==> src/rtl/relu_scale_buffer_pkg.sv <==
// Shared types and constants for the ReLU/scale word buffer.
// Lane geometry, FSM states and lane saturation limits.
package relu_scale_buffer_pkg;

  localparam int LANE_W = 16;
  localparam int LANES  = 4;

  localparam logic [LANE_W-1:0] LANE_MAX = 16'h7FFF;
  localparam logic [LANE_W-1:0] LANE_MIN = 16'h0000;

  typedef enum logic [1:0] {
    IDLE    = 2'd0,
    LOAD    = 2'd1,
    COMPUTE = 2'd2,
    DONE    = 2'd3
  } state_t;

endpackage

==> src/rtl/relu_scale_buffer_lane.sv <==
// One 16-bit lane: signed multiply, arithmetic shift, ReLU and clip.
// Purely combinational; four copies form the write-back stage.
module lane_relu_scale
  import relu_scale_buffer_pkg::*;
#(
  parameter logic signed [15:0] SCALE = 16'sd384,
  parameter int                 SHIFT = 8
) (
  input  logic [LANE_W-1:0] lane,
  output logic [LANE_W-1:0] result
);

  logic signed [31:0] prod;
  logic signed [31:0] shifted;

  assign prod    = $signed(lane) * SCALE;
  assign shifted = prod >>> SHIFT;

  // Negative goes to zero, anything past the signed 16-bit max saturates.
  always_comb begin
    result = shifted[LANE_W-1:0];
    if (shifted < 0) begin
      result = LANE_MIN;
    end else if (shifted > 32'sd32767) begin
      result = LANE_MAX;
    end
  end

endmodule

==> src/rtl/relu_scale_buffer.sv <==
// Word buffer: load words, scale+ReLU them in place, serve results.
// Compute is a 2-stage read / write-back walk over all words.
module relu_scale_buffer
  import relu_scale_buffer_pkg::*;
#(
  parameter int                 MEM_DEPTH  = 21,
  parameter int                 ADDR_WIDTH = 5,
  parameter int                 DATA_WIDTH = 64,
  parameter logic signed [15:0] SCALE      = 16'sd384,
  parameter int                 SHIFT      = 8
) (
  input  logic                  clk,
  input  logic                  rst,
  input  logic                  start,
  input  logic [ADDR_WIDTH-1:0] in_addr,
  input  logic [DATA_WIDTH-1:0] din,
  output logic                  finish,
  input  logic                  en_out,
  input  logic [ADDR_WIDTH-1:0] out_addr,
  output logic [DATA_WIDTH-1:0] dout
);

  localparam int CNT_W = ADDR_WIDTH + 1;
  localparam logic [CNT_W-1:0] DEPTH_C = CNT_W'(MEM_DEPTH);

  logic [DATA_WIDTH-1:0] mem [MEM_DEPTH];

  state_t state;
  state_t state_next;

  logic [CNT_W-1:0]      cnt;
  logic                  s1_valid;
  logic [ADDR_WIDTH-1:0] s1_addr;
  logic [DATA_WIDTH-1:0] s1_data;
  logic [DATA_WIDTH-1:0] wb_data;

  logic load_we;
  logic issue;
  logic in_ok;
  logic out_ok;

  assign in_ok  = {1'b0, in_addr} < DEPTH_C;
  assign out_ok = {1'b0, out_addr} < DEPTH_C;

  // State register.
  always_ff @(posedge clk) begin
    if (rst) begin
      state <= IDLE;
    end else begin
      state <= state_next;
    end
  end

  // Next-state: load while start is high, then walk, then park in DONE.
  always_comb begin
    state_next = state;
    case (state)
      IDLE:    if (start) state_next = LOAD;
      LOAD:    if (!start) state_next = COMPUTE;
      COMPUTE: if (cnt == DEPTH_C && !s1_valid) state_next = DONE;
      DONE:    if (start) state_next = LOAD;
      default: state_next = IDLE;
    endcase
  end

  // Outputs and strobes decoded from the current state.
  always_comb begin
    finish  = (state == DONE);
    load_we = 1'b0;
    issue   = 1'b0;
    if (!rst) begin
      load_we = start && in_ok && (state != COMPUTE);
      issue   = ((state == LOAD) && !start) ||
                ((state == COMPUTE) && (cnt < DEPTH_C));
    end
  end

  // Stage 1: issue one read per cycle; cnt is zero outside the walk.
  always_ff @(posedge clk) begin
    if (rst) begin
      cnt      <= '0;
      s1_valid <= 1'b0;
      s1_addr  <= '0;
      s1_data  <= '0;
    end else begin
      s1_valid <= issue;
      if (issue) begin
        s1_addr <= cnt[ADDR_WIDTH-1:0];
        s1_data <= mem[cnt[ADDR_WIDTH-1:0]];
        cnt     <= cnt + 1'b1;
      end else if (state != COMPUTE) begin
        cnt <= '0;
      end
    end
  end

  // Stage 2 datapath: four independent lanes.
  for (genvar j = 0; j < LANES; j++) begin : g_lane
    lane_relu_scale #(
      .SCALE (SCALE),
      .SHIFT (SHIFT)
    ) u_lane (
      .lane   (s1_data[j*LANE_W +: LANE_W]),
      .result (wb_data[j*LANE_W +: LANE_W])
    );
  end

  // Single write port: loader and write-back never overlap in time.
  always_ff @(posedge clk) begin
    if (load_we) begin
      mem[in_addr] <= din;
    end else if (s1_valid && !rst) begin
      mem[s1_addr] <= wb_data;
    end
  end

  // Registered read port; out-of-range addresses read as zero.
  always_ff @(posedge clk) begin
    if (rst) begin
      dout <= '0;
    end else if (en_out) begin
      dout <= out_ok ? mem[out_addr] : '0;
    end
  end

endmodule

==> config.mk <==
export PLATFORM = sky130hd
export DESIGN_NAME = relu_scale_buffer
export DESIGN_NICKNAME = d
export VERILOG_FILES = /design/src/rtl/relu_scale_buffer_pkg.sv /design/src/rtl/relu_scale_buffer_lane.sv /design/src/rtl/relu_scale_buffer.sv
export SDC_FILE = /design/constraint.sdc
export NUM_CORES = 2
export LEC_CHECK = 0
export CAP_MARGIN = 20
export CORE_MARGIN = 4
export CORE_UTILIZATION = 40
export CTS_CLUSTER_DIAMETER = 100
export DETAILED_ROUTE_END_ITERATION = 8
export GPL_ROUTABILITY_DRIVEN = 0
export HOLD_SLACK_MARGIN = 0.08
export SETUP_SLACK_MARGIN = 0.2
export SYNTH_ARGS = -nofsm -noshare
export SYNTH_HDL_FRONTEND = slang
export SYNTH_SLANG_ARGS = --single-unit
==> constraint.sdc <==
create_clock -name clk -period 16.35 [get_ports clk]
set_input_delay 1.635 -clock clk [delete_from_list [all_inputs] [get_ports clk]]
set_output_delay 1.635 -clock clk [all_outputs]
set_load 0.1 [all_outputs]
# --- Word-level counts from Yosys, hierarchy flattened ---
# Memory sizes are Yosys's and may differ from the RTL's. A register that Yosys moved wholly into a read port is not among the register bits.
# Index checks and enable logic that the tools add are counted.
totals:
  output_inout_bits: 65
  memories: 1
  ramBits: 1344
  reg_bits: 78
memory_table:
  columns: ["name", "words", "word_bits", "rd", "rd_clocked_by_memory_dff", "write_ports", "line", "rtl"]
  rows:
  - ["mem", 21, 64, 2, 1, 1, "relu_scale_buffer.sv:26", "logic [DATA_WIDTH-1:0] mem [MEM_DEPTH];"]
op_classes:
  multipliers: 4
  n_lt_le_gt_ge: 11
  addsub: 1
  reduce_logical: 15
  n_eq_ne: 8
  n_mux: 25
ops:
  columns: ["cell", "count"]
  rows:
  - ["2-to-1 mux 16 bit", 8]
  - ["2-to-1 mux 64 bit", 2]
  - ["multiplier 16 x 3 -> 19 bit, second input constant", 4]
  - ["> comparator 18 x 16 -> 1 bit, second input constant", 4]
  - ["< comparator 18 x 1 -> 1 bit, second input constant", 4]
  - ["OR reduction 64 bit", 1]
  - ["2-to-1 mux 6 bit", 2]
  - ["< comparator 5 bit, second input constant", 2]
  - ["2-to-1 mux 1 bit", 8]
  - ["adder 6 x 1 -> 6 bit, second input constant", 1]
  - ["== test 6 x 5 -> 1 bit, second input constant", 1]
  - ["logical AND 1 bit", 6]
  - ["< comparator 6 x 5 -> 1 bit, second input constant", 1]
  - ["2-to-1 mux 2 bit", 3]
  - ["!= test 2 bit, second input constant", 3]
  - ["one-hot mux 2 bit (3 select lines)", 1]
  - ["2-to-1 mux 5 bit", 1]
  - ["== test 2 bit, second input constant", 2]
  - ["logical NOT 1 bit", 3]
  - ["AND reduction 3 bit", 1]
  - ["== test 2 x 1 -> 1 bit, second input constant", 1]
  - ["logical NOT 2 bit", 1]
  - ["!= test 2 x 1 -> 1 bit, second input constant", 1]
  - ["nonzero test 2 bit", 1]
  - ["2 further kinds", 2]

# --- Logic depth before layout (Yosys ltp) ---
logic_depth:
  depth_word: 8
  depth_mapped: 15

# --- Modules after synthesis ---
# A second synthesis with hierarchy kept.
hier_totals:
  hier_cells: 4408
  area_unflattened_um2: 71868.9
modules_own_cells:
  columns: ["module", "seq_area_each_um2", "n_inst", "area_each_um2", "cells_each"]
  rows:
  - ["relu_scale_buffer", 43201.4, 1, 67021.8, 3810]
  - ["lane_relu_scale at g_lane[0].u_lane ...", 0.0, 3, 1208.7, 149]
  - ["lane_relu_scale at g_lane[1].u_lane", 0.0, 1, 1221.2, 151]

# --- Worst setup path after synthesis ---
# No wires, ideal clock.
synth_path:
  kind: "in2reg"
  startpoint: "input in_addr[1]"
  endpoint: "memory mem[20][0], enable pin"
  setup_ps: 578
  slack_ps: 8142
  n_path_buf: 1
  t_arrival_ps: 7630
  path_stages: 7
  path_cell_list: "o21a_1 > o21ai_0 > nand3_1 > nand2_1 > clkbuf_1 > a31oi_1 > nor3b_1"
synth_between:
  elab_chain_len: 8
  elab_cells_between_ends: 11
synth_lines:
  columns: ["item", "line", "rtl"]
  rows:
  - ["start, declared", "relu_scale_buffer.sv:15", "input logic [ADDR_WIDTH-1:0] in_addr,"]
  - ["< comparator 5 bit", "relu_scale_buffer.sv:42", "assign in_ok = {1'b0, in_addr} < DEPTH_C;"]
  - ["logical AND 1 bit (2 in series)", "relu_scale_buffer.sv:72", "load_we = start && in_ok && (state != COMPUTE);"]
  - ["2-to-1 mux 1 bit", "relu_scale_buffer.sv:71", "if (!rst) begin"]
  - ["2-to-1 mux 1 bit", "relu_scale_buffer.sv:110", "if (load_we) begin"]
  - ["2-to-1 mux 1 bit (not written as such)", "relu_scale_buffer.sv:113", "mem[s1_addr] <= wb_data;"]
  - ["OR reduction 64 bit (no line)", null, null]
  - ["2-to-1 mux 5 bit (no line) or 2-to-1 mux 1 bit (tied branches)", null, null]
  - ["end, declared", "relu_scale_buffer.sv:26", null]
# Parallel ways exist; a longest one is shown, timed or not.

# --- Worst setup path in the final report ---
layout_path:
  startpoint: "input in_addr[2]"
  endpoint: "memory mem[16][28], enable pin"
# The elaborated chain is that of the path after synthesis.

==> reports/summary.txt <==
Starting Density -> 40.4%
Critical Path Start Type -> primary input
Unique masters post-synth -> 72
RSZ-0062 raised after global routing -> no
Slew Limit Fails -> 0
CTS buffer count -> 162
measured slew at the worst slew-check pin -> 1.19 ns
vias in the first global route -> 44,000
drt wl/cell -> 29.8 um
Synth Register Bits -> 1,486
PD cells -> 127 nW/um2
Vias -> 42,600
CTS tree -> yes
status -> completed
Hold Path Class -> flip-flop to flip-flop
ys async rst share -> 0%
Avg Cell Area, Syn -> 16.4 um2
gr usage total -> 22.2%
Hold Violations, Final -> 0
clock-pin slew on the worst setup and hold paths -> 0.06 ns
die width -> 430 um
VDD IR max -> 0.115 mV
post-route ant nets -> 0
Worst EP arrival -> 6.02 ns
CP bufs+invs -> 4
clk sink count -> 1,486
postcts setup bufs -> 0
core footprint -> 177,000 um2
sequential-to-total area share from yosys stat -> 60.6%
most frequent cells in the layout -> 1,344 x edfxtp_1, 576 x mux4_2, 328 x mux2i_1, 304 x a21oi_1, 191 x nor2_1
Sequential Power Share -> 43.5%
Cells after Synth -> 4,345
DRT Pass-1 Iters -> 5
LEAKAGE -> 26.1 nW
Largest delay share family, worst path -> buffers and inverters
Final setup viols -> 0
Critical Path Fanout Max -> 42
crit-path max cell delay -> 0.63 ns
critical path's slowest cell -> clkdlybuf4s50_1
dpl hpwl -> 117 mm
WL final -> 207 mm
CTS max path bufs -> 3
number of synthesized flops with an enable pin -> 1,344
syn_nets -> 4,552
io pins -> 143
Final Critical Period -> 5.62 ns
Port Buffers -> 142
Pint -> 7.36 mW
drt drc -> 0
max cap viols -> 0
Logic pwr share -> 21.6%
Die Span Y -> 430 um
initial antenna violation count -> 1
setup TNS -> 0 ns
Clock Skew -> 0.0365 ns
via density per instance -> 6.15
FP Rows -> 154
commonest non-fill, non-tap cell in the layout -> edfxtp_1
final net count -> 4,658
switching share of power -> 28.4%
fin util -> 45.8%
H-tree level count -> 4
CP Capture Type -> flip-flop
Root Driver -> clkbuf_16
synthesized area -> 71,300 um2
GRT overflow -> 0
initial drt markers -> 4,186
period utilisation layout -> 34.3%
Final Hold Slack -> 0.472 ns
critical path class -> primary input to flip-flop
PostCTS Resize Cnt -> 0
Area Overhead vs Synth -> 13.4%
first-pass GRT wire length -> 302 mm
Clock Latency Late Sink -> 0.80 ns
Synthesis Warnings -> 0
switching pwr -> 2.92 mW
FMAX -> 178 MHz
largest net degree at the start of global routing -> 138
hold_buf cts -> 0
Clk pwr share -> 34.8%
share of post-route cells with drive strength above 1 -> 23.2%
main flop type after synthesis -> edfxtp_1
crit-path cells -> clkdlybuf4s50_1 > o21a_1 > o21ai_0 > nand3_1 > nand2_4 > nor3b_1 > o21ai_0 > clkbuf_2 > nor2_4 > buf_4 > buf_4
Die ar. -> 185,000 um2
Req. time, crit path -> 16.76 ns
max_slew headroom -> 20.4%
logic make-up (layout without fill, tap and decap cells):
kind of cell	Yosys count	after routing	share of synthesized area, %
buf+inv	353	592	2.02
simple gates	565	565	3.56
compound gates	800	800	7.21
mux	968	968	23.8
flops	1486	1486	60.6
fa+ha+maj	129	129	2.30
other cells	0	3	0
xor+xnor	44	44	0.540
sequential cells by signal, summed over array words and instances (netlist names):
register / flops
mem: 1344
cnt: 6
dout: 64
s1_valid: 1
s1_data: 64
s1_addr: 5
state: 2
metal layers:
metal	global-route usage, %	share of wire, %	vias up
li1	-	-	18100
met1	29.4	41	22500
met2	37.6	50	1616
met3	3.08	5.9	337
met4	7.78	3.6	0
met5	0	0	-
metrics by stage:
step / cell area (um2) / cells / power, mW / worst slack, ns
2_1_floorplan: 71300 / 4345 / 6.13 / 8.14
3_3_place_gp: 75600 / 6611 / 6.77 / 9.72
3_5_place_dp: 75800 / 6623 / 6.80 / 9.86
4_1_cts: 80900 / 6920 / 10.4 / 10.69
5_1_grt: 80900 / 6924 / 10.7 / 10.54
6_report: 80900 / 6927 / 10.3 / 10.73
worst paths after layout:
kind / slack, ns / depth (start not counted) / start / to
setup / recovery: 10.73 / 11 / in_addr[2] / mem[16][28]
hold / removal: 0.47 / 2 / dout[39] / dout[39]
setup reg to reg: 11.56 / 12 / s1_data[18] / mem[4][17]
hold reg to reg: 0.47 / 2 / dout[39] / dout[39]
cells in the mapped netlist (18+ instances only):
cell type | number | share of area (%)
buf_1 | 42 | 0.22
a21oi_1 | 304 | 2.1
o211ai_1 | 66 | 0.69
nor2_1 | 211 | 1.1
nand2b_1 | 76 | 0.67
a211oi_1 | 77 | 0.81
mux2_2 | 64 | 1.0
edfxtp_1 | 1344 | 57
buf_2 | 69 | 0.48
xnor2_1 | 28 | 0.34
clkbuf_1 | 202 | 1.1
nand2_1 | 180 | 0.95
ha_1 | 125 | 2.2
mux2i_1 | 328 | 4.6
dfxtp_1 | 142 | 4.0
nand3_1 | 24 | 0.17
a221o_1 | 31 | 0.44
o221ai_1 | 64 | 0.79
mux4_2 | 576 | 18
o22ai_1 | 66 | 0.58
o21ai_0 | 93 | 0.65
nor3_1 | 18 | 0.13
inv_1 | 35 | 0.18
worst register-to-register path, delay by kind of cell (launching register included):
family	cells	cell delay (ns)
AO/OA/AOI/OAI	7	2.95
adder cells (fa/ha/maj)	3	0.90
buffers and inverters	1	0.07
flip-flops	1	0.34
AND/OR/NAND/NOR	1	0.19
power groups by stage:
stage	logic, mW	registers [mW]	clock network (mW)
2_1_floorplan	1.57	4.57	0
3_3_place_gp	2.22	4.56	0
3_5_place_dp	2.24	4.56	0
4_1_cts	2.25	4.48	3.64
5_1_grt	2.41	4.49	3.81
6_report	2.22	4.47	3.58
final cells by class:
| cell class | count | area, um2 |
|---|---|---|
| Multi-Input combinational cell | 2506 | 27100 |
| Clock buffer | 220 | 4400 |
| Tap cell | 2340 | 2930 |
| Sequential cell | 1486 | 43200 |
| Clock inverter | 77 | 726 |
| Timing Repair Buffer | 260 | 2410 |
| Inverter | 35 | 131 |
| Antenna cell | 3 | 7.51 |
| Fill cell | 15000 | 95800 |
Note: power is estimated with default switching activity, not from simulation.
